[config.mk]
export PLATFORM = sky130hd
export DESIGN_NAME = t01_next_piece_gen
export DESIGN_NICKNAME = d
export VERILOG_FILES = /design/src/rtl/t01_next_piece_gen.sv
export SDC_FILE = /design/constraint.sdc
export NUM_CORES = 1
export LEC_CHECK = 0
export ABC_AREA = 1
export CAP_MARGIN = 20
export CORE_UTILIZATION = 50
export CTS_BUF_LIST = sky130_fd_sc_hd__clkbuf_8
export CTS_CLUSTER_SIZE = 14
export DETAILED_ROUTE_END_ITERATION = 16
export GPL_TIMING_DRIVEN = 0
export PLACE_DENSITY = 0.85
export SKIP_LAST_GASP = 1
export SYNTH_ARGS = -nofsm -noshare
export SYNTH_HDL_FRONTEND = slang
export SYNTH_SLANG_ARGS = --single-unit
[constraint.sdc]
create_clock -name clk -period 2.1 [get_ports clk]
set_clock_uncertainty 0.1 [all_clocks]
set_input_delay 0.42 -clock clk [delete_from_list [all_inputs] [get_ports clk]]
set_output_delay 0.42 -clock clk [all_outputs]
set_load 0.1 [all_outputs]
[src/rtl/t01_next_piece_gen.sv]
// Next-piece generator: 7-bag randomizer fed by a free-running LFSR, with the
// pending piece rendered as a 4x4 grid of 3-bit colours and handed off by req/ack.
module t01_next_piece_gen #(
    parameter logic [15:0] SEED      = 16'hACE1,
    parameter int unsigned MAX_RETRY = 8
) (
    input  logic        clk,
    input  logic        n_rst,
    input  logic        piece_req,
    output logic        piece_ack,
    output logic [2:0]  piece_type,
    output logic        next_valid,
    output logic [2:0]  next_type,
    output logic [47:0] next_block_data
);
    // An all-zero seed would lock the LFSR, so substitute the default.
    localparam logic [15:0] SEED_EFF   = (SEED == 16'h0000) ? 16'hACE1 : SEED;
    localparam logic [3:0]  RETRY_LAST = 4'(MAX_RETRY - 1);

    typedef enum logic {GEN, READY} state_t;

    state_t      state_q;
    logic [15:0] lfsr_q;
    logic [15:0] lfsr_d;
    logic [6:0]  used_q;
    logic [6:0]  used_d;
    logic [3:0]  retry_q;
    logic        piece_ack_q;
    logic [2:0]  piece_type_q;
    logic        next_valid_q;
    logic [2:0]  next_type_q;
    logic [47:0] next_block_data_q;

    logic [2:0]  cand;
    logic [7:0]  used_ext;
    logic        cand_ok;
    logic        accept;
    logic [2:0]  lowest;
    logic [2:0]  sel;
    logic [6:0]  used_set;
    logic [15:0] sel_mask;
    logic [2:0]  sel_colour;
    logic [47:0] sel_grid;

    assign lfsr_d = {lfsr_q[14:0], lfsr_q[15] ^ lfsr_q[13] ^ lfsr_q[12] ^ lfsr_q[10]};

    // Index 7 maps onto a permanently "used" slot so it is always rejected.
    assign cand     = lfsr_q[2:0];
    assign used_ext = {1'b1, used_q};
    assign cand_ok  = ~used_ext[cand];
    assign accept   = cand_ok || (retry_q == RETRY_LAST);

    always_comb begin
        lowest = 3'd0;
        for (int i = 6; i >= 0; i--) begin
            if (!used_q[i]) begin
                lowest = 3'(i);
            end
        end
    end

    assign sel      = cand_ok ? cand : lowest;
    assign used_set = used_q | 7'(1 << sel);
    assign used_d   = (used_set == 7'h7F) ? 7'h00 : used_set;

    always_comb begin
        sel_mask   = 16'h0000;
        sel_colour = 3'b000;
        case (sel)
            3'd0: begin sel_mask = 16'h00F0; sel_colour = 3'b011; end
            3'd1: begin sel_mask = 16'h0660; sel_colour = 3'b110; end
            3'd2: begin sel_mask = 16'h0720; sel_colour = 3'b101; end
            3'd3: begin sel_mask = 16'h0360; sel_colour = 3'b010; end
            3'd4: begin sel_mask = 16'h0630; sel_colour = 3'b100; end
            3'd5: begin sel_mask = 16'h0710; sel_colour = 3'b001; end
            3'd6: begin sel_mask = 16'h0740; sel_colour = 3'b111; end
            default: begin sel_mask = 16'h0000; sel_colour = 3'b000; end
        endcase
    end

    generate
        for (genvar gi = 0; gi < 16; gi++) begin : g_cell
            assign sel_grid[gi*3 +: 3] = sel_mask[gi] ? sel_colour : 3'b000;
        end
    endgenerate

    always_ff @(posedge clk or negedge n_rst) begin
        if (!n_rst) begin
            state_q           <= GEN;
            lfsr_q            <= SEED_EFF;
            used_q            <= 7'h00;
            retry_q           <= 4'd0;
            piece_ack_q       <= 1'b0;
            piece_type_q      <= 3'd0;
            next_valid_q      <= 1'b0;
            next_type_q       <= 3'd0;
            next_block_data_q <= 48'd0;
        end else begin
            lfsr_q      <= lfsr_d;
            piece_ack_q <= 1'b0;
            case (state_q)
                GEN: begin
                    if (accept) begin
                        next_type_q       <= sel;
                        next_block_data_q <= sel_grid;
                        next_valid_q      <= 1'b1;
                        used_q            <= used_d;
                        retry_q           <= 4'd0;
                        state_q           <= READY;
                    end else begin
                        retry_q <= retry_q + 4'd1;
                    end
                end
                READY: begin
                    if (piece_req) begin
                        piece_type_q <= next_type_q;
                        piece_ack_q  <= 1'b1;
                        next_valid_q <= 1'b0;
                        state_q      <= GEN;
                    end
                end
                default: state_q <= GEN;
            endcase
        end
    end

    assign piece_ack       = piece_ack_q;
    assign piece_type      = piece_type_q;
    assign next_valid      = next_valid_q;
    assign next_type       = next_type_q;
    assign next_block_data = next_block_data_q;

endmodule

==> metrics, run 1 <==
per-cell routed wire length=between 10 and 15 um; chip height=73.78 um; Starting DRT DRC Count=between 90 and 100; area grow syn2layout=32.69%; clk root buf=clkbuf_8; deepest clock path buffer count=2; type of the worst min-delay path=flip-flop to flip-flop; n_diodes=0; post-synth top area cell=dfrtp_1; vias in the first global route=between 1500 and 2000; clock sinks=57; grt ovf=0; failing checks=setup timing; worst-skew pair later-pin latency=approximately 0.34 ns; I/O pin count=59; Vias=1980; Yosys Warn Count=0; CP Launch Type=flip-flop; Async SR Flop Fraction=1.000; NumNets Final=358; hpwl dp=roughly 3500 um; CTS H-tree lvls=3; Crit Path Max Fanout=8; initial antenna violation count=0; Post-Synthesis Mean Instance Area=between 9 and 10 um^2; # rows=25; Final Max Tran Viols=0; core area=4848 um^2; most frequent cell after synthesis=nand2_1; Max-Cap Viols=0; Mapped Cells=roughly 280; CP arrival=approximately 2.3 ns; count of cell types in the netlist=28; setup violators final=10; FF+latch count, synth=between 50 and 60; actual slew at the worst max-slew pin=0.9724 ns; Primary FF master, synth=dfrtp_1; Seq/Total Area, Yosys=0.5576; Final Hold Viols=0; area share of the largest cell type after synthesis=0.4760; detailed-route wire length=5122 um; RSZ-0062 raised after global routing=true; Reg area=approximately 1400 um^2; HP Start=lfsr_q[4]; Worst Path Required=2.27 ns; Post-synth EDFFs=0; Setup Total Neg Slack=-0.1672 ns; vias per inst=4.648; port bufs=31; fin crit period=around 2.1 ns; Total Routing Usage GR=0.2074; global-route wire length before repair=8114 um; Final period util=1.012; Synth Cell Area=2576 um^2; Slew Limit Headroom=0.3543; cts bufs inserted=9; TritonCTS clock tree=built; Max Freq=between 400 and 500 MHz; post-route ant nets=0; dpl ws=-0.04856 ns; Initial Utilization=0.5314; kind of critical path=flip-flop to flip-flop; Commonest cells post-synth=nand2_1, dfrtp_1, buf_4, inv_1, nand3_1; Worst R2R Start=lfsr_q[0]; status=complete, but fails checks; nature of the critical path endpoint=flip-flop; full die area=~5400 um^2; setup ws final=-0.02444 ns; DR DRC count=0; top post-synthesis cells by area=dfrtp_1, nand2_1, buf_4, dfstp_2, nand3_1; Worst-path clk slew=~0.06 ns; gp weighted congestion=0.8686; origin of the worst setup path=lfsr_q[0]; largest net degree at the start of global routing=38; layout cells sized above 1=0.2869; # fillers=364; area of the multi-input gates=around 1000 um^2; Die Width=around 74 um; hold slack final=approximately 0.25 ns; First-pass DRT Iterations=4
==> routing by layer <==
metal | routed length (um) | GRT usage
met4 | 138 | 0.1068
met1 | 2264 | 0.2757
met5 | 0 | 0
met2 | 2420 | 0.2946
met3 | 300 | 0.07819
==> critical path, stage by stage, from the launching register on <==
cell and delay, ns:
dfstp_2 0.60, nand2_1 0.08, nand3_2 0.08, nand2_2 0.07
nand2_4 0.12, nand2_4 0.07, nand2_1 0.10, nand2_4 0.08
buf_4 0.14, a21oi_1 0.21, a21oi_1 0.09, or2_4 0.25
nand2_1 0.07
==> metrics by stage <==
step | instances | utilization | area [um^2]
after floorplan | 303 | - | 2674
after global placement | 401 | 0.6328 | 3068
after detailed placement | 402 | 0.6359 | 3083
after CTS | 419 | 0.6720 | 3258
after global routing | 426 | 0.7050 | 3418
final | 426 | 0.7050 | 3418
==> cell type report <==
cell class,count,share of cell area
flip-flops and latches,57,0.4202
plain buffers,32,0.06918
repair buffers,40,0.1058
well taps,67,0.02452
clock buffers,13,0.05234
clock inverters,3,0.004026
multi-input cells,191,0.2972
inverters,23,0.02672
==> repair_timing <==
item	CTS	global route
hold endpoints to repair	20	0
cloned	0	0
setup endpoints to repair	36	42
gates resized for setup	34	53
setup buffers	0	7
hold buffers	1	0
pin swaps	0	11
==> registers in the layout (all words and copies together), names as in the netlist <==
register / count
piece_type: 3
used_q: 7
state_q: 1
next_valid: 1
lfsr_q: 16
piece_ack: 1
retry_q: 4
next_block_data: 21
next_type: 3
==> worst paths after layout <==
kind | cells after the start | slack (ns) | end
max | 12 | -0.02 | next_block_data[27]
min in group asynchronous | 2 | 0.48 | next_block_data[15]
max in group asynchronous | 3 | 0.80 | lfsr_q[5]
min | 0 | 0.25 | lfsr_q[5]
max reg2reg | 12 | -0.02 | next_block_data[27]
min reg2reg | 0 | 0.25 | lfsr_q[5]
==> cells in the final DEF, fill, tap and decap left out, types with 8 or more instances in the layout <==
cell type	Yosys	layout
nand2_1	76	70
dfstp_2	8	8
nand2_2	8	8
dlygate4sd2_1	0	9
inv_1	21	21
buf_4	28	35
nand3_1	17	14
nand2_4	2	8
o21ai_0	15	14
conb_1	1	27
clkbuf_8	0	13
dfrtp_1	49	49
clkdlybuf4s15_1	0	17
nor2_1	10	10
==> logic make-up after synthesis <==
family	share of synthesized area
and+or+nand+nor	0.2253
other	0.001456
muxes	0.003886
adders and majority gates	0.004856
buffers and inverters	0.1238
DFF	0.5576
xor gates and xnor gates	0.01700
AOI/OAI and AO/OA	0.06605
Power of run 1 is not shown: default switching activity piles up to over one toggle a cycle in this logic, so the estimate is an artifact.
==> inputs of run 2 (changes only) <==
CAP_MARGIN = not set   (was 20)
CTS_CLUSTER_SIZE = not set   (was 14)
==> run 2 against run 1 <==
Effect of this change: the run still ends with setup timing left; routed wire length stayed put; utilization stayed put; fmax stayed put; final cell count stayed put; via count stayed put; non-clock buffer count stayed put.
==> metrics, run 2 (synthesis results as in run 1) <==
Max Freq=470.7 MHz (unchanged); n_diodes=0 (unchanged); Max-Cap Viols=0 (unchanged); I/O pin count=59 (unchanged); DP Area=3083 um^2 (unchanged); r2r setup slk=-0.02 ns (about the same); clk root buf=clkbuf_8; initial antenna violation count=0 (unchanged); Final period util=1.012 (unchanged); M2 GR Usage=0.2946 (unchanged); RSZ-0062 raised after global routing=true; CP max stage delay=0.60 ns (about the same); detailed-route wire length=5122 um (unchanged); grt ovf=0 (unchanged); Final Instance Count excl. Fillers=426 (unchanged); M1 GR Usage=0.2757 (unchanged); port bufs=31 (unchanged); status=complete, but fails checks; CTS H-tree lvls=3 (unchanged); largest net degree at the start of global routing=38 (unchanged); full die area=5443 um^2 (unchanged); Worst Path Buf+Inv=1 (unchanged); Worst Path Required=2.27 ns (about the same); failing checks=setup timing; Die Width=73.78 um (unchanged); Starting DRT DRC Count=98 (unchanged); TritonCTS clock tree=built; layer with the highest usage=met2; Total Routing Usage GR=0.2074 (unchanged); actual slew at the worst max-slew pin=0.9724 ns (unchanged); nature of the critical path endpoint=flip-flop; post-route ant nets=0 (unchanged); # fillers=364 (unchanged); deepest clock path buffer count=2 (unchanged); Final Core Density=0.7050 (unchanged); layout cells sized above 1=0.2869 (unchanged); CP top delay family=simple AND/OR/NAND/NOR gates; vias per inst=4.648 (unchanged); gp weighted congestion=0.8686 (unchanged); Slowest-stage cell, CP=dfstp_2; CP Launch Type=flip-flop; HP Start=lfsr_q[4]; origin of the worst setup path=lfsr_q[0]; area of the multi-input gates=1016 um^2 (unchanged); fin crit period=2.124 ns (unchanged); R2R Path End=next_block_data[27]; Worst-path clk slew=0.06 ns (about the same); area grow syn2layout=32.69% (unchanged); Worst path depth=12 (unchanged); worst-skew pair later-pin latency=0.34 ns (about the same); DR DRC count=0 (unchanged); Reg area=1436 um^2 (unchanged); CP arrival=2.30 ns (about the same); global-route wire length before repair=8114 um (unchanged); clock sinks=57 (unchanged); core area=4848 um^2 (unchanged); First-pass DRT Iterations=4 (unchanged); setup ws final=-0.02444 ns (unchanged); Largest register FFs=21 (unchanged); setup violators final=10 (unchanged); reg2reg path depth=12 (unchanged); vias in the first global route=1782 (unchanged); Final Max Tran Viols=0 (unchanged); Final Hold Viols=0 (unchanged); Placed Instances=402 (unchanged); Worst R2R Start=lfsr_q[0]; Crit Path Max Fanout=8 (unchanged); NumNets Final=358 (unchanged); commonest non-fill, non-tap cell in the layout=nand2_1; Initial Utilization=0.5314 (unchanged); per-cell routed wire length=12.02 um (unchanged); Slew Limit Headroom=0.3543 (unchanged); Setup Total Neg Slack=-0.1672 ns (unchanged); cts bufs inserted=9 (unchanged); kind of critical path=flip-flop to flip-flop; met3 usage=0.07819 (unchanged); commonest non-fill, non-tap cells in the layout=nand2_1, dfrtp_1, buf_4; # rows=25 (unchanged); chip height=73.78 um (unchanged); crit path cell chain=nand2_1 > nand3_2 > nand2_2 > nand2_4 > nand2_4 > nand2_1 > nand2_4 > buf_4 > a21oi_1 > a21oi_1 > or2_4 > nand2_1; hpwl dp=3462 um (unchanged); Vias=1980 (unchanged); type of the worst min-delay path=flip-flop to flip-flop; final instance area=3418 um^2 (unchanged); Worst setup endpoint=next_block_data[27]
## run 2: metal layers
layer / vias to the layer above / wire [um]
met3: 15 / 300
li1: 986 / -
met1: 920 / 2264
met5: - / 0
met2: 59 / 2420
met4: 0 / 138
## run 2: worst reg2reg max path: stages (launching register included)
cell and delay (ns):
dfstp_2 0.60, nand2_1 0.08, nand3_2 0.08, nand2_2 0.07, nand2_4 0.12, nand2_4 0.08
nand2_1 0.10, nand2_4 0.08, buf_4 0.14, a21oi_1 0.21, a21oi_1 0.09, or2_4 0.25
nand2_1 0.07
## run 2: cell type report
cell class	instances	area share
plain buffers	32	0.06918
clock buffers	13	0.05234
repair buffers	40	0.1058
flip-flops and latches	57	0.4202
clock inverters	3	0.004026
multi-input cells	191	0.2972
well taps	67	0.02452
inverters	23	0.02672
## run 2: repair_timing
action,in CTS,in global routing
cloned,0,0
gates resized for setup,34,53
pin swaps,0,11
endpoints found under the setup margin,36,42
setup buffers,0,7
hold buffers,1,0
endpoints found under the hold margin,20,0
## run 2: how the worst min path moves through the flow
| stage | end | slack [ns] | depth (start not counted) |
|---|---|---|---|
| final | lfsr_q[5] | 0.25 | 0 |
| after global routing | lfsr_q[5] | 0.25 | 0 |
| after CTS | lfsr_q[5] | 0.25 | 0 |
| after detailed placement | lfsr_q[15] | 0.24 | 0 |
| after global placement | lfsr_q[9] | 0.23 | 0 |
| after floorplan | lfsr_q[12] | 0.02 | 0 |
## run 2: metrics by stage
step | setup WS (ns) | hold slack, ns
floorplan | 0.2439 | 0.02441
global placement | -1.081 | 0.2335
detailed placement | -0.04856 | 0.2399
finish | -0.02444 | 0.2462
CTS | -0.01131 | 0.2472
global route | -0.1934 | 0.2520
Power of run 2 is left out for the same reason.
